**src/rtl/dot_product_seq_ctrl.sv**
```systemverilog
// Job sequencer for the dotProduct datapath: operand load, read sweep,
// PE pipeline drain and result store, driven by a single FSM.
module dot_product_seq_ctrl #(
  parameter int unsigned Addr_Width           = 4,
  parameter int unsigned Ram_Depth            = 1 << Addr_Width,
  parameter int unsigned Nums_Data_in_bits    = 4,
  parameter int unsigned Nums_Data            = 1 << Nums_Data_in_bits,
  parameter int unsigned Nums_Pipeline_Stages = 4,
  parameter int unsigned Pipeline_Tail        = Nums_Pipeline_Stages - 1
) (
  input  logic                  clk,
  input  logic                  Ctrl_reset_n,
  input  logic                  start,
  input  logic                  skip_load,
  input  logic                  abort,
  input  logic                  load_valid,
  output logic                  load_ready,
  output logic                  mem_we,
  output logic [Addr_Width-1:0] mem_waddr,
  output logic                  mem_re,
  output logic [Addr_Width-1:0] mem_raddr,
  output logic                  pe_clear,
  output logic                  pe_acc_en,
  output logic                  out_we,
  output logic [Addr_Width-1:0] out_waddr,
  output logic                  busy,
  output logic                  done,
  output logic [2:0]            state
);

  typedef enum logic [2:0] {
    IDLE    = 3'd0,
    LOAD    = 3'd1,
    COMPUTE = 3'd2,
    DRAIN   = 3'd3,
    STORE   = 3'd4,
    DONE    = 3'd5
  } state_t;

  localparam int unsigned DRAIN_W = (Pipeline_Tail > 1) ? $clog2(Pipeline_Tail) : 1;
  localparam logic [Addr_Width-1:0] LAST_IDX   = Addr_Width'(Nums_Data - 1);
  localparam logic [Addr_Width-1:0] LAST_JOB   = Addr_Width'(Ram_Depth - 1);
  localparam logic [DRAIN_W-1:0]    LAST_DRAIN = DRAIN_W'(Pipeline_Tail - 1);

  state_t                          state_q;
  state_t                          state_d;
  logic [Addr_Width-1:0]           ld_cnt;
  logic [Addr_Width-1:0]           rd_cnt;
  logic [Addr_Width-1:0]           job_cnt;
  logic [DRAIN_W-1:0]              drain_cnt;
  logic [Nums_Pipeline_Stages-1:0] vpipe;

  logic load_hs;
  logic last_load;
  logic last_read;
  logic last_drain;

  assign load_hs    = (state_q == LOAD) && load_valid && !abort;
  assign last_load  = load_hs && (ld_cnt == LAST_IDX);
  assign last_read  = (state_q == COMPUTE) && (rd_cnt == LAST_IDX);
  assign last_drain = (state_q == DRAIN) && (drain_cnt == LAST_DRAIN);

  always_ff @(posedge clk or negedge Ctrl_reset_n) begin
    if (!Ctrl_reset_n) begin
      state_q <= IDLE;
    end else begin
      state_q <= state_d;
    end
  end

  // abort wins over every transition, including a start seen in IDLE
  always_comb begin
    state_d = state_q;
    if (abort) begin
      state_d = IDLE;
    end else begin
      case (state_q)
        IDLE:    if (start) state_d = skip_load ? COMPUTE : LOAD;
        LOAD:    if (last_load) state_d = COMPUTE;
        COMPUTE: if (last_read) state_d = DRAIN;
        DRAIN:   if (last_drain) state_d = STORE;
        STORE:   state_d = DONE;
        DONE:    state_d = IDLE;
        default: state_d = IDLE;
      endcase
    end
  end

  always_comb begin
    load_ready = 1'b0;
    mem_we     = 1'b0;
    mem_waddr  = '0;
    mem_re     = 1'b0;
    mem_raddr  = '0;
    pe_clear   = 1'b0;
    out_we     = 1'b0;
    out_waddr  = '0;
    done       = 1'b0;
    case (state_q)
      LOAD: begin
        load_ready = !abort;
        mem_we     = load_valid && !abort;
        mem_waddr  = ld_cnt;
      end
      COMPUTE: begin
        mem_re    = !abort;
        mem_raddr = rd_cnt;
        pe_clear  = (rd_cnt == '0);
      end
      STORE: begin
        out_we    = !abort;
        out_waddr = job_cnt;
      end
      DONE: done = !abort;
      default: ;
    endcase
  end

  assign busy      = (state_q != IDLE);
  assign pe_acc_en = vpipe[Nums_Pipeline_Stages-1];
  assign state     = state_q;

  // vpipe tracks mem_re so pe_acc_en lines up with data leaving the PE
  always_ff @(posedge clk or negedge Ctrl_reset_n) begin
    if (!Ctrl_reset_n) begin
      ld_cnt    <= '0;
      rd_cnt    <= '0;
      job_cnt   <= '0;
      drain_cnt <= '0;
      vpipe     <= '0;
    end else if (abort) begin
      ld_cnt    <= '0;
      rd_cnt    <= '0;
      drain_cnt <= '0;
      vpipe     <= '0;
    end else begin
      vpipe <= {vpipe[Nums_Pipeline_Stages-2:0], mem_re};
      if (load_hs) begin
        ld_cnt <= last_load ? '0 : ld_cnt + 1'b1;
      end
      if (state_q == COMPUTE) begin
        rd_cnt <= last_read ? '0 : rd_cnt + 1'b1;
      end
      if (state_q == DRAIN) begin
        drain_cnt <= last_drain ? '0 : drain_cnt + 1'b1;
      end
      if (state_q == STORE) begin
        job_cnt <= (job_cnt == LAST_JOB) ? '0 : job_cnt + 1'b1;
      end
    end
  end

endmodule
```
**config.mk**
```make
export PLATFORM = sky130hd
export DESIGN_NAME = dot_product_seq_ctrl
export DESIGN_NICKNAME = d
export VERILOG_FILES = /design/src/rtl/dot_product_seq_ctrl.sv
export SDC_FILE = /design/constraint.sdc
export NUM_CORES = 1
export LEC_CHECK = 0
export BUFFER_PORTS_ARGS = -buffer_cell sky130_fd_sc_hd__buf_4
export CORE_MARGIN = 3
export CORE_UTILIZATION = 47
export CTS_CLUSTER_DIAMETER = 80
export DETAILED_ROUTE_END_ITERATION = 16
export PLACE_DENSITY_LB_ADDON = 0.08
export SLEW_MARGIN = 20
export SYNTH_ARGS = -nofsm -noshare
export SYNTH_HDL_FRONTEND = slang
export SYNTH_SLANG_ARGS = --single-unit
```
**constraint.sdc**
```tcl
create_clock -name clk -period 1.34 [get_ports clk]
set_input_delay 0.134 -clock clk [delete_from_list [all_inputs] [get_ports clk]]
set_output_delay 0.134 -clock clk [all_outputs]
set_load 0.05 [all_outputs]
```
==> results_dict.tcl, run 1 <==
set metrics [dict create \
    synth.area.top_cells "dfrtp_1 (43%), and2_1 (4.6%), ha_1 (4.1%)" \
    io_pins 29 \
    placed_cell_area_sq_um 1720 \
    grt_max_degree 22 \
    outcome "stopped before the end" \
    synth_top_area_share 0.4294 \
    num_rows 17 \
    die-width_microns 57.03 \
    antenna_found_initial 0 \
    syn_area_per_cell_sq_um 9.868 \
    gp_congestion 0.8730 \
    h-tree-depth 1 \
    clock-root-buffer "clkbuf_4" \
    clockBufferDepth 2 \
    synth_top_area_cell "dfrtp_1" \
    io_buffers 28 \
    cts_sinks 21 \
    cts_buffers 3 \
    pre_cts_slack_ps -168.3 \
    synth_area_sq_um 1224 \
    ys_seq_elements 21 \
    placedCellCount 201 \
    error "[ERROR DPL-0033] detailed placement checks failed during check placement." \
    stop_stage "global routing" \
    dpl.hpwl_mm 2.220 \
    ys_seq_area_frac 0.4294 \
    yosys.cell_types.count 41 \
    worst_endpoint "mem_waddr[3]" \
    syn-num-nets 134 \
    fp.dieH_microns 57.03 \
    netlist_instances 124 \
    worstEpCategory "top-level output" \
    start_util 0.5230 \
    ys_warn_count 0 \
]
## synthesized netlist by cell type, drive strengths merged
master   count
a2111oi      1
a211oi       2
a21oi        9
a22oi        1
a2bb2oi      1
a31oi        1
a41oi        1
and2        13
and2b        1
and3         2
buf          5
clkbuf       1
dfrtp       21
ha           4
inv          3
mux2         3
nand2       12
nand2b       2
nand3        6
nand4        2
nand4b       2
nor2         8
nor2b        3
nor3         1
nor3b        4
nor4b        3
o2111ai      1
o211ai       1
o21ai        3
or2          1
or3          2
xnor2        1
xor2         3
## stage by stage
stage          utilization  setup TNS, ps  hold WS (ps)
4_1_cts             0.9043          -8765         121.4
2_1_floorplan            -          -8360        -161.6
3_3_place_gp        0.7353         -649.5         34.28
3_5_place_dp        0.7353          -1190         39.05
## timing repair
action | 4_1_cts
setup endpoints to repair | 31
buffers inserted | 16
cloned | 0
endpoints found under the hold margin | 21
resized for setup | 60
pin swaps | 18
hold buffers | 1
## cell families after synthesis
group,Yosys count,synth area share
muxes,3,0.02761
buffers and inverters,9,0.03680
DFF,21,0.4294
AOI/OAI and AO/OA,21,0.1115
and+or+nand+nor,62,0.3252
adders and majority gates,4,0.04090
xor gates and xnor gates,4,0.02864
==> inputs of run 2 (changes only) <==
CORE_AREA = 3 3 64 66   (was default)
CORE_MARGIN = default   (was 3)
CORE_UTILIZATION = default   (was 47)
CTS_CLUSTER_DIAMETER = default   (was 80)
DIE_AREA = 0 0 67 69   (was default)
PLACE_DENSITY_LB_ADDON = 0.15   (was 0.08)
clock period = 1.7 ns   (was 1.34 ns; I/O delays follow)
==> run 2 against run 1 <==
Net effect:
- the flow now finishes without violations
- synthesized cell count is the same
- area after synthesis is the same
==> results_dict.tcl, run 2 <==
set metrics [dict create \
    grt-busiest-layer "met2" \
    synthFlopType "dfrtp_1" \
    placed_cell_area_sq_um 1539 \
    drt-total-wl_mm 2.735 \
    num_rows 22 \
    hold_viol_final 0 \
    grt_overflow_total 0 \
    synth_top_area_share 0.4294 \
    dpl.hpwl_mm 1.880 \
    r2r-end "state[0]" \
    startpoint_type "flop" \
    worstMarginPinSlew_ps 360.3 \
    synth.area.top_cells "dfrtp_1 (43%), and2_1 (4.6%), ha_1 (4.1%)" \
    path_depth 4 \
    cp_num_buf_inv 2 \
    h-tree-depth 1 \
    wl_per_cell_microns 12.66 \
    clockBufferDepth 2 \
    final_max_slew_viol_count 0 \
    holdPathStages 3 \
    syn_to_final_growth_pct 45.30 \
    final_cell_mix "buf_4 (32), dfrtp_1 (18), nand2_1 (12)" \
    dieArea_sq_um 4623 \
    p_seq_frac 0.317 \
    internal_power_mw 1.363 \
    io_pins 29 \
    drc 0 \
    cts_tree "built" \
    hp-class "input port to flop" \
    io_buffers 28 \
    max_freq_ghz 0.6021 \
    gp_congestion 0.8276 \
    max-slew-margin-rel 0.7536 \
    n_fill_cell 364 \
    netSwitchingFraction 0.4253 \
    final_common_cell "buf_4" \
    yosys.cell_types.count 41 \
    ant_nets 0 \
    n_antenna_cell 0 \
    post-route-period-util 0.9769 \
    ys_warn_count 0 \
    power_switching_mw 1.009 \
    clk_pin_slew_worst_paths_ps 80 \
    grt_pass1_wl_mm 4.623 \
    grt_use_met3 0.02443 \
    r2r_start "state[1]" \
    ir_drop_mv 0.4928 \
    post_drt_via_cell_ratio 4.903 \
    synth_area_sq_um 1224 \
    yosys-top-cells-count "dfrtp_1 (21), nand2_1 (12), a21oi_1 (9), and2_1 (9), nor2_1 (8)" \
    ff2ff_setup_slack_ps 90 \
    die-width_microns 67 \
    finalPower_mw 2.372 \
    cts_sinks 21 \
    p_comb_frac 0.547 \
    ys_async_sr_fraction 1.000 \
    leakagePower_nw 0.8104 \
    vias 1059 \
    synth_edf_count 0 \
    worstPathCellList "nor3b_4 -> buf_6 -> and2_2 -> buf_6" \
    final_cell_area_sq_um 1778 \
    drt_iter0_markers 25 \
    min_from "load_valid" \
    crit_fanout 7 \
    clkPwrFrac 0.136 \
    clock_latency_ps 250 \
    drv_cap 0 \
    clock-root-buffer "clkbuf_8" \
    core_area_sq_um 3633 \
    yosysMostFrequentCell "dfrtp_1" \
    worst_path_max_delay_cell "dfrtp_4" \
    cp_slowest_stage_delay_ps 540 \
    crit_path_end_kind "primary output" \
    drive_gt1_frac 0.4643 \
    syn-num-nets 134 \
    grt_max_degree 22 \
    critPathArrivalTime_ps 1490 \
    outcome "finished clean" \
    fp.dieH_microns 69 \
    crit_type "flop to primary output" \
    netlist_instances 124 \
    start_util 0.3368 \
    setup_tns_ps 0 \
    hold_path_end "ld_cnt[1]" \
    antenna_found_initial 0 \
    ys_seq_area_frac 0.4294 \
    holdWs_ps 223.8 \
    syn_area_per_cell_sq_um 9.868 \
    cp.required_ps 1530 \
    met1_usage 0.1566 \
    first_global_vias 1037 \
    drt-pass1-iter-count 3 \
    rsz0062_at_grt "true" \
    crit_top_cell "buf_6" \
    setup_viol 0 \
    globalRouteMet2Util 0.2074 \
    min_period_ps 1661 \
    r2r_cells 5 \
    ys_seq_elements 21 \
    final_core_util 0.4893 \
    skew_ps 1.023 \
    grt.total_usage 0.1244 \
    cts_buffers 3 \
    cp_top_family "flip-flops" \
    finalNetCount 179 \
    power.density_nw_per_um2 1334 \
    synth_top_area_cell "dfrtp_1" \
]
-- run 2: cell type report --
cell class | instances | area, sq um | area share
tap | 48 | 60.06 | 0.03378
inverter | 3 | 11.26 | 0.006334
sequential | 21 | 531.8 | 0.2991
multi-input combinational | 94 | 718.2 | 0.4039
clock buffer | 4 | 45.04 | 0.02533
timing repair buffer | 46 | 411.6 | 0.2315
-- run 2: cells by family after synthesis --
logic type,count (synthesis),share of synthesized area
xor gates and xnor gates,4,0.02864
muxes,3,0.02761
buffers and inverters,9,0.03680
adders and majority gates,4,0.04090
DFF,21,0.4294
AOI/OAI and AO/OA,21,0.1115
and+or+nand+nor,62,0.3252
-- run 2: how the worst max path moves through the flow --
stage | start | endpoint | slack, ps
2_1_floorplan | state[1] | job_cnt[0] | -340
3_3_place_gp | rd_cnt[1] | state[0] | 130
3_5_place_dp | state[1] | state[0] | 110
4_1_cts | state[1] | mem_waddr[2] | 0.8
5_1_grt | state[1] | mem_waddr[3] | -20
6_report | state[1] | mem_waddr[3] | 40
-- run 2: stage by stage --
stage               instances  setup WS, ps
floorplan                 124        -340.6
global placement          198         134.0
detailed placement        198         114.8
CTS                       209        0.8239
global route              216        -24.31
finish                    216         39.26
-- run 2: power groups by stage --
stage	Clock [mW]	Combinational, mW	Sequential (mW)
global route	0.361	1.40	0.771
floorplan	0	0.741	0.811
global placement	0	1.01	0.798
detailed placement	0	1.03	0.805
CTS	0.335	1.15	0.746
finish	0.324	1.30	0.752
-- run 2: what timing repair did --
item	4_1_cts	5_1_grt
endpoints found under the setup margin	15	16
setup buffers	6	7
hold buffers	1	0
resized for setup	3	21
hold endpoints to repair	21	0
pin swaps	1	2
-- run 2: routing by layer --
| layer | vias up | part of all wire |
|---|---|---|
| met2 | 17 | 0.51 |
| met1 | 511 | 0.44 |
| met5 | - | 0 |
| met3 | 6 | 0.030 |
| met4 | 0 | 0.021 |
| li1 | 525 | - |
-- run 2: tightest hold or removal path, delay by kind of cell --
family	cells	cell delay, ps
buffers and inverters	1	140
AOI/OAI and AO/OA	1	60
and+or+nand+nor	1	80
Note: power is estimated with default switching activity, not from simulation.
